===== src/rtl/icache_assoc.sv =====
// icache_assoc: set-associative instruction cache with true-LRU replacement,
// multi-word block fill, full-cache flush and a saturating miss counter.
//
// Ports
//   CLK, nRST          clock (rising edge), asynchronous active-low reset
//   imemREN, imemaddr  fetch request and word-aligned byte address from the CPU
//   ihit, imemload     combinational hit flag and instruction (0 when no hit)
//   flush              one-cycle pulse invalidating every line
//   iREN, iaddr        registered read request/word address to the controller
//   iwait, iload       controller busy flag and read data
//   miss_count         number of fills started, saturating
module icache_assoc #(
    parameter int SETS     = 8,
    parameter int WAYS     = 2,
    parameter int BLKWORDS = 2
) (
    input  logic        CLK,
    input  logic        nRST,
    input  logic        imemREN,
    input  logic [31:0] imemaddr,
    output logic        ihit,
    output logic [31:0] imemload,
    input  logic        flush,
    output logic        iREN,
    output logic [31:0] iaddr,
    input  logic        iwait,
    input  logic [31:0] iload,
    output logic [31:0] miss_count
);

    localparam int BO_W  = $clog2(BLKWORDS);
    localparam int IX_W  = $clog2(SETS);
    localparam int TAG_W = 30 - BO_W - IX_W;
    localparam int CNT_W = (BO_W > 0) ? BO_W : 1;
    localparam int AGE_W = (WAYS > 1) ? $clog2(WAYS) : 1;

    typedef enum logic {IDLE, FILL} state_t;

    state_t            state;
    logic              valid [SETS][WAYS];
    logic [TAG_W-1:0]  tags  [SETS][WAYS];
    logic [31:0]       data  [SETS][WAYS][BLKWORDS];
    // Age 0 = most recently used, WAYS-1 = least recently used.
    logic [AGE_W-1:0]  age   [SETS][WAYS];

    logic [CNT_W-1:0]  cnt;
    logic [TAG_W-1:0]  fill_tag;
    logic [IX_W-1:0]   fill_idx;
    logic [AGE_W-1:0]  fill_way;

    logic [29:0]       waddr;
    logic [TAG_W-1:0]  req_tag;
    logic [IX_W-1:0]   req_idx;
    logic [CNT_W-1:0]  req_off;
    logic              hit;
    logic [AGE_W-1:0]  hit_way;
    logic [AGE_W-1:0]  victim;
    logic              fill_word;
    logic              fill_last;
    logic              touch_en;
    logic [IX_W-1:0]   touch_idx;
    logic [AGE_W-1:0]  touch_way;
    logic              unused_bits;

    assign unused_bits = ^imemaddr[1:0];
    assign waddr       = imemaddr[31:2];
    assign req_tag     = waddr[29 -: TAG_W];
    assign req_idx     = waddr[BO_W +: IX_W];

    generate
        if (BO_W > 0) begin : g_off
            assign req_off = waddr[CNT_W-1:0];
        end else begin : g_no_off
            assign req_off = '0;
        end
    endgenerate

    // Word address of a block word; the count term is always 0 for one-word blocks.
    function automatic logic [31:0] fill_addr(input logic [TAG_W-1:0] t,
                                              input logic [IX_W-1:0]  i,
                                              input logic [CNT_W-1:0] c);
        logic [29:0] w;
        w = (30'(t) << (BO_W + IX_W)) | (30'(i) << BO_W) | 30'(c);
        return {w, 2'b00};
    endfunction

    always_comb begin
        hit     = 1'b0;
        hit_way = '0;
        for (int w = 0; w < WAYS; w++) begin
            if (valid[req_idx][w] && tags[req_idx][w] == req_tag) begin
                hit     = 1'b1;
                hit_way = AGE_W'(w);
            end
        end
    end

    // Lowest invalid way first; otherwise the least recently used way.
    always_comb begin
        logic found;
        found  = 1'b0;
        victim = '0;
        for (int w = 0; w < WAYS; w++) begin
            if (!found && !valid[req_idx][w]) begin
                victim = AGE_W'(w);
                found  = 1'b1;
            end
        end
        if (!found) begin
            for (int w = 0; w < WAYS; w++) begin
                if (age[req_idx][w] == AGE_W'(WAYS - 1)) victim = AGE_W'(w);
            end
        end
    end

    assign ihit      = (state == IDLE) && imemREN && hit;
    assign imemload  = ihit ? data[req_idx][hit_way][req_off] : 32'h0;
    assign fill_word = (state == FILL) && !flush && !iwait;
    assign fill_last = fill_word && (cnt == CNT_W'(BLKWORDS - 1));

    always_comb begin
        touch_en  = 1'b0;
        touch_idx = req_idx;
        touch_way = hit_way;
        if (ihit) begin
            touch_en = 1'b1;
        end else if (fill_last) begin
            touch_en  = 1'b1;
            touch_idx = fill_idx;
            touch_way = fill_way;
        end
    end

    always_ff @(posedge CLK or negedge nRST) begin
        if (!nRST) begin
            state      <= IDLE;
            cnt        <= '0;
            miss_count <= '0;
            iREN       <= 1'b0;
            iaddr      <= '0;
            fill_tag   <= '0;
            fill_idx   <= '0;
            fill_way   <= '0;
            for (int s = 0; s < SETS; s++) begin
                for (int w = 0; w < WAYS; w++) begin
                    valid[s][w] <= 1'b0;
                    age[s][w]   <= AGE_W'(w);
                end
            end
        end else begin
            if (touch_en) begin
                for (int v = 0; v < WAYS; v++) begin
                    if (age[touch_idx][v] < age[touch_idx][touch_way])
                        age[touch_idx][v] <= age[touch_idx][v] + AGE_W'(1);
                end
                age[touch_idx][touch_way] <= '0;
            end
            case (state)
                IDLE: begin
                    if (flush) begin
                        for (int s = 0; s < SETS; s++)
                            for (int w = 0; w < WAYS; w++) valid[s][w] <= 1'b0;
                    end else if (imemREN && !hit) begin
                        // Victim is invalidated up front so an aborted fill never leaves stale data visible.
                        valid[req_idx][victim] <= 1'b0;
                        fill_tag <= req_tag;
                        fill_idx <= req_idx;
                        fill_way <= victim;
                        cnt      <= '0;
                        iREN     <= 1'b1;
                        iaddr    <= fill_addr(req_tag, req_idx, '0);
                        state    <= FILL;
                        if (miss_count != 32'hFFFF_FFFF) miss_count <= miss_count + 32'd1;
                    end
                end
                FILL: begin
                    if (flush) begin
                        for (int s = 0; s < SETS; s++)
                            for (int w = 0; w < WAYS; w++) valid[s][w] <= 1'b0;
                        iREN  <= 1'b0;
                        cnt   <= '0;
                        state <= IDLE;
                    end else if (fill_last) begin
                        valid[fill_idx][fill_way] <= 1'b1;
                        iREN  <= 1'b0;
                        cnt   <= '0;
                        state <= IDLE;
                    end else if (fill_word) begin
                        cnt   <= cnt + CNT_W'(1);
                        iaddr <= fill_addr(fill_tag, fill_idx, cnt + CNT_W'(1));
                    end
                end
                default: state <= IDLE;
            endcase
        end
    end

    // Line storage carries no reset; validity is tracked by the valid bits alone.
    always_ff @(posedge CLK) begin
        if (fill_word) data[fill_idx][fill_way][cnt] <= iload;
        if (fill_last) tags[fill_idx][fill_way] <= fill_tag;
    end

endmodule


===== config.mk =====
export PLATFORM = sky130hd
export DESIGN_NAME = icache_assoc
export DESIGN_NICKNAME = d
export VERILOG_FILES = /design/src/rtl/icache_assoc.sv
export SDC_FILE = /design/constraint.sdc
export NUM_CORES = 2
export LEC_CHECK = 0
export CAP_MARGIN = 0
export CORE_MARGIN = 5
export CORE_UTILIZATION = 41
export CTS_BUF_LIST = sky130_fd_sc_hd__clkbuf_16
export CTS_CLUSTER_SIZE = 16
export DETAILED_ROUTE_END_ITERATION = 12
export PLACE_DENSITY = 0.62
export SYNTH_ARGS = -nofsm -noshare
export SYNTH_HDL_FRONTEND = slang
export SYNTH_SLANG_ARGS = --single-unit
export TNS_END_PERCENT = 30

===== constraint.sdc =====
create_clock -name CLK -period 6.3 [get_ports CLK]
set_clock_uncertainty 0.05 [all_clocks]
set_input_delay 1.575 -clock CLK [delete_from_list [all_inputs] [get_ports CLK]]
set_output_delay 1.575 -clock CLK [all_outputs]
set_load 0.01 [all_outputs]

Yosys cells after proc, flatten, opt, wreduce, memory -nomap -nowiden
Memories as Yosys holds them, arrays and structs flattened.
Index checks and enable logic that the tools add are counted.

operators by class
  add/subtract/negate cells = 4
  multipliers = 0
  div/mod/pow operators = 0
  magnitude comparators = 18
  equal/unequal tests = 11
  shift-type cells = 0
  muxes and demuxes = 92
  bitwise operators = 19
  reduce and logical (&&, ||, !) cells = 26

operator list
  operator                                        count
  2-to-1 mux 32 bit                               10
  2-to-1 mux 64 bit                               4
  2-to-1 mux 128 bit                              1
  2-to-1 mux 16 bit                               8
  demux 64 bit (select 1 bit)                     1
  case mux 32 bit (2 select lines)                1
  bitwise OR 30 x 4 -> 30 bit                     2
  equality test 26 bit                            2
  2-to-1 mux 52 bit                               1
  2-to-1 mux 1 bit                                34
  adder 32 x 1 -> 32 bit (second input constant)  1
  bitwise AND 16 bit                              2
  bitwise mux 16 bit                              2
  demux 32 bit (select 1 bit)                     1
  inequality test 32 bit (second input constant)  1
  inverter 16 bit                                 2
  case mux 16 bit (2 select lines)                1
  demux 2 bit (select 3 bit)                      5
  bitwise OR 30 x 1 -> 30 bit                     1
  demux 26 bit (select 1 bit)                     1
  2-to-1 mux 26 bit                               1
  2-to-1 mux 2 bit                                10
  binary-select mux 2 bit (select 3 bit)          3
  logical AND 1 bit                               16
  22 further kinds                                59

word-level totals
  flip-flop bits (word level) = 129
  bits in latches = 0
  bits in writable memories = 1,440
  bits in read-only memories = 0
  input port bits = 69
  output and inout port bits = 98
  memories = 2

memories
  name  words  bits a word  read ports  clocked after Yosys merged registers in  write ports  RTL line  source
  data  8      128          1           0                                        1            42        logic [31:0] data [SETS][WAYS][BLKWORDS];
  tags  8      52           1           0                                        1            41        logic [TAG_W-1:0] tags [SETS][WAYS];

Depth between registers and ports, before layout
  word-level depth = 23
  mapped depth = 17
  depth with buffers taken out = 11

Least setup slack after synthesis
No wires, ideal clock.

  kind = input to output
  start point = in imemaddr[5]
  end point = out imemload[19]
  arrival = 4.464 ns
  required time = 4.675 ns
  setup slack = 0.211 ns
  cell stages on the path = 13
  buffers on the path = 5
  cell sequence = buf_2 buf_4 buf_2 mux4_2 mux2i_1 xnor2_1 nor4_1 nand4_1 nor4_2 buf_4 buf_4 mux4_2 nor2_1

on the way
  cells in the longest elaborated chain, start to end = 14
  elaborated cells on any way between the ends = 22
  those cells by class = eq/ne (2); mux (13); bitwise (2); reduce/logical (3); memory (2)

ends and longest elaborated chain
  element                                                                       RTL line  source
  start: declaration                                                            20        input logic [31:0] imemaddr,
  parallel branches: the longest is 13 deep, another holds memory (8 x 52 bit)  -
  2-to-1 mux 32 bit (*)                                                         117       assign imemload = ihit ? data[req_idx][hit_way][req_off] : 32'h0;
  end: declaration                                                              22        output logic [31:0] imemload,

Every way passes the cells marked *. The select of a mux whose other input is x is not followed.

Worst setup path after layout
  start point = in imemaddr[3]
  end point = out imemload[11]

Same word-level chain as after synthesis.

==> out/qor.yml <==
status: "complete, but fails checks"
violations: "negative setup slack"
path_depth: 17
max-vdd-ir-drop_mv: 0.2986
wl_per_cell_um: 29.64
coreArea_um2: 147800
drcViolationCount: 0
crit_arrival_ns: 4.94
hold_viol_final: 0
crit_required_ns: 4.68
first_iter_violations: 3752
crit_path_end: "imemload[11]"
worst_r2r_path_depth: 13
hold_class: "reg2reg"
globalRoute.totalOverflow: 0
async_reset_ff_share_pct: 8.105
place_congestion: 0.8535
fin_area_um2: 74570
fin_crit_sh_pct: 104.1
rsz0062_at_grt: "yes"
synth_top_area_share_pct: 70.93
io_pins: 167
synth_area_leaders: "edfxtp_1, dfrtp_1, o22ai_1, mux2_2, mux4_2"
yosysWarnings: 0
max_freq_mhz: 152.4
synthFlopType: "edfxtp_1"
synth-seq-area-share_pct: 76.16
ys_ff_latch: 1567
grt_max_degree: 60
cts_tree: "done"
postRouteAntennaNets: 0
antenna_found_initial: 5
synth-edff-count: 1440
io_buffer_count: 162
reg2reg_slack_ns: 2.40
p_leak_nw: 25.01
reg2reg_from: "tags[3][34]$_DFFE_PP_"
grt_pass1_wl_um: 263100
avgViaCountPerCell: 6.038
worstSkewPairLatency_ns: 0.81
clockRootBuffer: "clkbuf_16"
layout-drive-gt1-share_pct: 26.97
syn_area_um2: 60960
rows: 141
areaGrowthSynthToFinish_pct: 22.32
die_h_um: 395.6
yosysUniqueCellTypes: 81
criticalPathCategory: "in2out"
die_area_um2: 156500
final_nets: 4199
start_util_pct: 41.24
max-cap-violations: 0
cp-start-kind: "primary input"
synth_top_cell_by_area: "edfxtp_1"
die_x_um: 395.6
min_period_ns: 6.561
cts_buffers: 164
endpoint_kind: "primary output"
cts.path.max_buffers: 3
grt_util_all_layers_pct: 22.99
clk_pin_slew_ns: 0.06
critPathTopFamily: "buffers and inverters"
power_mw: 22.77
crit_start: "imemaddr[3]"
finalSetupTns_ns: -5.086
clock-sinks: 1567
syn_avg_cell_area_um2: 17.01
setup_viol: 32
grt_pass1_vias: 37010
dpl-instance-area_um2: 68140
detailed_place_hpwl_um: 106000
detail_route.first_pass.iterations: 5
drt_wl_total_um: 183700
synthCells: 3583
path_buf_inv: 8
hold_ws_ns: 0.4316
power_density_nw_per_um2: 305.4
reg2reg_to: "iaddr[9]$_DFFE_PN0P_"
vias: 37430
cpPeakStageDelay_ns: 0.36
slowest_stage: "nor4_2"
worstPathCellList: "buf_16 > buf_16 > buf_4 > buf_8 > mux2i_1 > o22ai_1 > o21ai_1 > buf_4 > o211ai_1 > nor4_2 > nand4_1 > nand2_4 > nand2_8 > buf_12 > buf_8 > nor3_4 > buf_2"
maxSlewHeadroom_pct: 22.76
path_max_fanout: 22
setup_slack_ns: -0.2606
slew_viol_final: 0
place_ws_ns: -1.217
tightest_slew_ns: 1.155
h-tree-depth: 4
-- through the flow --
step / std cells / util (%)
after global routing: 6197 / 50.43
after global placement: 5862 / 46.09
after detailed placement: 5862 / 46.09
final: 6199 / 50.44
after CTS: 6190 / 50.21
after floorplan: 3584 / -
-- state kept, by name, indices dropped and copies added, names as in the netlist --
| signal | count |
|---|---|
| miss_count | 32 |
| fill_tag | 26 |
| cnt | 1 |
| iaddr | 30 |
| fill_way | 1 |
| fill_idx | 3 |
| tags | 416 |
| data | 1024 |
| age | 16 |
| state | 1 |
| iREN | 1 |
| valid | 16 |
-- layout by cell type (no fill, tap or decap), types with 49 or more instances in the layout --
cell type / count
edfxtp_1: 1440
buf_4: 346
o22ai_1: 337
mux2_2: 182
clkbuf_16: 164
clkdlybuf4s50_1: 124
nor2_1: 119
dfrtp_1: 118
mux2i_1: 108
nand2_1: 84
nor3_1: 70
a21oi_1: 69
nor4_1: 68
mux4_2: 62
buf_12: 62
o21ai_0: 61
o221ai_1: 61
nor2_4: 51
clkinv_1: 49
-- area by class of cell --
cell class | count | area, um^2
fillers | 12040 | 73270
flip-flops and latches | 1567 | 46430
multi-input cells | 1787 | 14650
repair buffers | 598 | 5926
clock buffers | 164 | 4104
well taps | 1930 | 2415
clock inverters | 140 | 982.2
inverters | 11 | 58.81
diodes | 2 | 5.005
-- metal layers --
metal  vias to the layer above  routed length, um  share of wire [%]  track usage (%)
li1                      15700                  -                  -                -
met1                     19550              74630                 41            31.56
met2                      1826              87360                 48            36.95
met3                       352              15710                8.5            4.802
met4                         4               6005                3.3            7.523
met5                         -                 27              0.015                0
-- Yosys cell counts, types with 30 or more instances --
| master | count |
|---|---|
| buf_1 | 34 |
| clkbuf_1 | 103 |
| edfxtp_1 | 1440 |
| mux4_2 | 62 |
| dfrtp_1 | 119 |
| buf_2 | 48 |
| a211oi_1 | 34 |
| nor4_1 | 81 |
| a21oi_1 | 79 |
| o221ai_1 | 61 |
| o22a_1 | 31 |
| nor2_1 | 172 |
| o22ai_1 | 347 |
| nor3_1 | 84 |
| mux2_2 | 182 |
| nand2_1 | 94 |
| mux2i_1 | 119 |
| xor2_1 | 35 |
| o21ai_0 | 62 |
| nor2b_1 | 30 |
-- kinds of logic after synthesis --
group	Yosys count	synth area share (%)
AOI/OAI and AO/OA	728	8.031
DFF	1567	76.16
other	1	0.006151
adders and majority gates	1	0.02052
and+or+nand+nor	631	5.404
muxes	373	7.852
xor gates and xnor gates	52	0.7471
buffers and inverters	230	1.779
-- how the worst min path moves through the flow --
stage / startpoint / cells after the start / end
2_1_floorplan: age[3]$_DFFE_PN0P_ / 1 / age[3]$_DFFE_PN0P_
3_3_place_gp: iREN$_DFFE_PN0P_ / 2 / iREN$_DFFE_PN0P_
3_5_place_dp: iREN$_DFFE_PN0P_ / 2 / iREN$_DFFE_PN0P_
4_1_cts: iREN$_DFFE_PN0P_ / 2 / iREN$_DFFE_PN0P_
5_1_grt: age[4]$_DFFE_PN1P_ / 1 / age[4]$_DFFE_PN1P_
6_report: iREN$_DFFE_PN0P_ / 2 / iREN$_DFFE_PN0P_
-- power by group --
part | leakage [nW] | internal, mW | switching [mW]
Combinational | 7.85 | 0.794 | 0.978
Clock | 2.63 | 4.99 | 4.06
Sequential | 14.5 | 11.7 | 0.268
Total | 25.0 | 17.5 | 5.30
-- worst reg2reg max path: stages, from the launching register on --
cell and delay (ns):
edfxtp_1 0.38, mux4_2 0.46, mux2i_1 0.19, xor2_1 0.17, buf_4 0.16, buf_4 0.11, buf_4 0.09, nand3_1 0.07
or4_4 0.54, nor4_4 0.40, nor2_2 0.23, a21oi_4 0.26, buf_12 0.22, mux2_2 0.43
-- what timing repair did --
action | 4_1_cts | 5_1_grt
cloned | 6 | 0
pin swaps | 40 | 23
setup endpoints to repair | 33 | 33
setup buffers | 20 | 7
gates resized for setup | 295 | 64
hold buffers | 0 | 0
(Power assumes the default switching activity.)
